==> config.mk <==
export PLATFORM = sky130hd
export DESIGN_NAME = piso_serializer
export DESIGN_NICKNAME = d
export VERILOG_FILES = /design/src/rtl/piso_serializer_pkg.sv /design/src/rtl/piso_serializer.sv
export SDC_FILE = /design/constraint.sdc
export NUM_CORES = 1
export LEC_CHECK = 0
export CORE_MARGIN = 2
export CORE_UTILIZATION = 45
export DETAILED_ROUTE_END_ITERATION = 7
export GPL_TIMING_DRIVEN = 0
export PLACE_DENSITY_LB_ADDON = 0.2
export SLEW_MARGIN = 40
export SYNTH_ARGS = -nofsm -noshare
export SYNTH_HDL_FRONTEND = slang
export SYNTH_SLANG_ARGS = --single-unit
==> constraint.sdc <==
create_clock -name clock -period 1.65 [get_ports clock]
set_clock_uncertainty 0.1 [all_clocks]
set_input_delay 0.165 -clock clock [delete_from_list [all_inputs] [get_ports clock]]
set_output_delay 0.165 -clock clock [all_outputs]
set_load 0.1 [all_outputs]
==> src/rtl/piso_serializer_pkg.sv <==
// Shared definitions for the parallel-in/serial-out front end:
// FSM state encoding and the bit-counter width helper.
package piso_serializer_pkg;

  typedef enum logic {
    IDLE  = 1'b0,
    SHIFT = 1'b1
  } state_t;

  function automatic int cnt_width(input int width);
    return (width <= 2) ? 1 : $clog2(width);
  endfunction

endpackage

==> src/rtl/piso_serializer.sv <==
// Serializes a WIDTH-bit word one bit per clock with first/last framing strobes;
// accepts the next word on the last bit so words stream without a bubble.
module piso_serializer
  import piso_serializer_pkg::*;
#(
  parameter int WIDTH     = 8,
  parameter bit LSB_FIRST = 1'b1
) (
  input  logic             clock,
  input  logic             clear,
  input  logic [WIDTH-1:0] din,
  input  logic             din_valid,
  output logic             din_ready,
  output logic             ser_out,
  output logic             ser_valid,
  output logic             ser_first,
  output logic             ser_last
);

  localparam int             CNT_W = cnt_width(WIDTH);
  localparam logic [CNT_W-1:0] LAST = CNT_W'(WIDTH - 1);

  state_t           state, state_nxt;
  logic [WIDTH-1:0] sreg, sreg_nxt;
  logic [CNT_W-1:0] cnt, cnt_nxt;
  logic             out_nxt, valid_nxt, first_nxt, last_nxt;
  logic             at_last, accept;

  function automatic logic head_bit(input logic [WIDTH-1:0] w);
    return LSB_FIRST ? w[0] : w[WIDTH-1];
  endfunction

  function automatic logic [WIDTH-1:0] drop_head(input logic [WIDTH-1:0] w);
    return LSB_FIRST ? (w >> 1) : (w << 1);
  endfunction

  assign at_last   = (state == SHIFT) && (cnt == LAST);
  assign din_ready = (state == IDLE) || at_last;
  assign accept    = din_valid && din_ready;

  // The head bit is moved straight into the output register on accept, so
  // cnt always indexes the bit currently presented on ser_out.
  always_comb begin
    state_nxt = state;
    sreg_nxt  = sreg;
    cnt_nxt   = cnt;
    out_nxt   = 1'b0;
    valid_nxt = 1'b0;
    first_nxt = 1'b0;
    last_nxt  = 1'b0;
    if (accept) begin
      state_nxt = SHIFT;
      sreg_nxt  = drop_head(din);
      cnt_nxt   = '0;
      out_nxt   = head_bit(din);
      valid_nxt = 1'b1;
      first_nxt = 1'b1;
    end else if (state == SHIFT) begin
      if (at_last) begin
        state_nxt = IDLE;
        cnt_nxt   = '0;
      end else begin
        cnt_nxt   = cnt + CNT_W'(1);
        out_nxt   = head_bit(sreg);
        sreg_nxt  = drop_head(sreg);
        valid_nxt = 1'b1;
        last_nxt  = (cnt_nxt == LAST);
      end
    end
  end

  always_ff @(posedge clock) begin
    if (!clear) begin
      state     <= IDLE;
      sreg      <= '0;
      cnt       <= '0;
      ser_out   <= 1'b0;
      ser_valid <= 1'b0;
      ser_first <= 1'b0;
      ser_last  <= 1'b0;
    end else begin
      state     <= state_nxt;
      sreg      <= sreg_nxt;
      cnt       <= cnt_nxt;
      ser_out   <= out_nxt;
      ser_valid <= valid_nxt;
      ser_first <= first_nxt;
      ser_last  <= last_nxt;
    end
  end

endmodule

==> results of run 1 <==
[cells by family after synthesis]
logic type / after synthesis / share of synthesized area (%)
multiplexers: 1 / 1.77
AND/OR/NAND/NOR: 31 / 23.4
buffers and inverters: 7 / 6.68
flip-flops: 14 / 44.0
AO/OA/AOI/OAI: 14 / 16.3
adder cells (fa/ha/maj): 4 / 7.86
[layout make-up]
cell class	instances	area, sq um
fillers	110	408
multi-input cells	50	369
flip-flops and latches	14	287
repair buffers	18	163
inverters	4	27.5
clock buffers	4	26.3
plain buffers	2	18.8
well taps	15	18.8
[power breakdown]
group          total [mW]  internal (mW)  switching [mW]
logic               0.180         0.0718           0.108
registers           0.373          0.359          0.0137
clock network       0.200         0.0937           0.106
[metrics by stage]
step                      setup slack [ps]  power, mW  utilization [%]
final                                -49.3      0.752             69.0
after global routing                  -102      0.789             69.0
after CTS                            -49.7      0.745             67.0
after detailed placement             -65.1      0.532             60.1
after global placement                -758      0.537             62.0
after floorplan                       93.7      0.486                -
[timing repair]
action,4_1_cts,5_1_grt
pin swaps,1,4
setup endpoints to repair,1,8
gates resized for setup,10,5
buffers inserted,3,0
[per-layer routing]
layer | global-route usage, % | vias up
met5 | 0 | -
met4 | 3.87 | 0
met3 | 7.39 | 2
met2 | 24.1 | 13
met1 | 20.9 | 268
li1 | - | 291
[flip-flops by register name, summed over array words and instances, names as in the netlist]
signal	flops
state	1
ser_out	1
sreg	7
ser_first	1
ser_last	1
cnt	3
[cell usage after synthesis]
master    count
clkbuf_1      1
mux2_2        1
a311oi_1      6
buf_4         1
dfxtp_1      14
clkinv_1      2
o211ai_1      2
nand3_1       3
nor2_1        5
o21ai_2       1
nor3_1        6
inv_1         1
a21oi_1       4
nand2_1      12
a211oi_1      1
ha_1          4
buf_6         1
nand2b_1      1
and2b_1       3
nand2_4       1
clkinv_4      1
[how the worst min path moves through the flow]
stage | startpoint | to | slack [ps]
after floorplan | din_valid | ser_first | 210
after global placement | sreg[3] | sreg[2] | 370
after detailed placement | sreg[2] | sreg[2] | 380
after CTS | din[7] | sreg[6] | 370
after global routing | din[7] | sreg[6] | 370
final | din[7] | sreg[6] | 370
[layout by cell type, fill, tap and decap left out, types with 3 or more instances in the layout]
cell type	count
buf_4	4
clkbuf_4	3
clkdlybuf4s50_1	10
a311oi_2	4
dfxtp_1	11
nand2_1	12
and2b_1	3
nor2_1	5
nor3_1	6
buf_2	4
a21oi_1	4
nand3_1	3
[critical path, cell delays in order (launching register included)]
cell	delay, ps
dfxtp_2	340
ha_4	170
ha_4	140
and2b_1	190
buf_6	120
clkinv_8	40
buf_12	150
==> results.toml, run 1 <==
[run_status]
outcome = "complete, but fails checks"
failed_checks = "negative setup slack"

[global_routing]
globalRouteTotalUtil_pct = 16.0
overflow = 0
grt_max_degree = 11
antenna_found_initial = 0
grt_pass1_wl_um = 2170
grt_pass1_vias = 506

[route]
drc = 0
initialDrtViolationCount = 8
drt-met1-wl_um = 659
routed_wl_um = 1390
dr_total_vias = 574
wl_met3_um = 77
wl_met2_um = 648
via_per_inst = 5.36
postRouteAntennaNets = 0
post_drt_wl_per_cell_um = 13.0
highest_layer = "met4"
dr.pass1.iters = 3

[floorplan]
die_area_sq_mm = 0.00173
initial_core_util_pct = 48.3
rows = 13
die_x_um = 41.6
die_h_um = 41.6
core-area_sq_mm = 0.00132
ios = 16

[worst_setup_path]
reg2reg_to = "sreg[5]"
rr_startpoint = "cnt[1]"
criticalPathCategory = "reg -> out"
startpoint_type = "register"
rr_worst_depth = 7
timing.critical_path.to = "din_ready"
cp-end-kind = "output port"
reg2reg_setup_slack_ps = -10
crit_fanout = 2
cp.arrival_ps = 1430
crit_path_start = "cnt[1]"
cp.required_ps = 1380

[placement]
dp_cells = 101
hpwlAfterDp_um = 861
port_buffers = 15
globalplace.congestion = 0.785
placement.cell_area_sq_um = 792

[sta]
period_needed_ps = 1700
rsz0062_at_grt = "yes"
slew_viol_final = 0
tns_ps = -62.1
fmax_mhz = 588
setup_violations = 2
period_share_pct = 103
hold_viol_final = 0
hold_slack_ps = 369
relSlewSlack_pct = 68.0
finalWorstSetupSlack_ps = -49.3
worstMarginPinSlew_ps = 483

[clock_network]
worstSkewPairLatency_ps = 280
path_clk_slew_ps = 80
clock-sinks = 14
cts_tree = "done"
clk_path_buf_depth = 2
hold_buffers = 0
htreeDepth = 1
cts_root_buf = "clkbuf_4"
cts_made_buffers = 3

[synth]
avgSynthCellArea_sq_um = 8.97
synth.net_count = 86
syn_area_sq_um = 637
yosys.area.top_type = "dfxtp_1"
synth_top_area_share_pct = 44.0
synthCells = 71
synth-seq-area-share_pct = 44.0
ys_seq_elements = 14
yosys_warnings = 0
netlist_top_cells_area = "dfxtp_1 44%, a311oi_1 8.3%, ha_1 7.9%"
synth_cell_type_count = 21

[cells_and_area]
finalNonFillerCells = 107
final_area_sq_um = 910
nets = 108
syn_to_final_growth_pct = 42.8
drive_above_1_share_pct = 29.3
diodes = 0

[job]
drv_cap = 0

[power_and_ir_drop]
powerDensity_mw_per_mm2 = 827
peakVddDrop_mv = 0.618
power_leakage_nw = 0.350

[hold_path]
hold_path_depth = 3
hp-class = "in -> reg"
Power figures use the tool's default switching activity.
==> inputs of run 2 (changes only) <==
HOLD_SLACK_MARGIN = 0.03   (was unset)
==> results of run 2 <==
No change in the layout: final DEF, timing and power equal those of run 1.
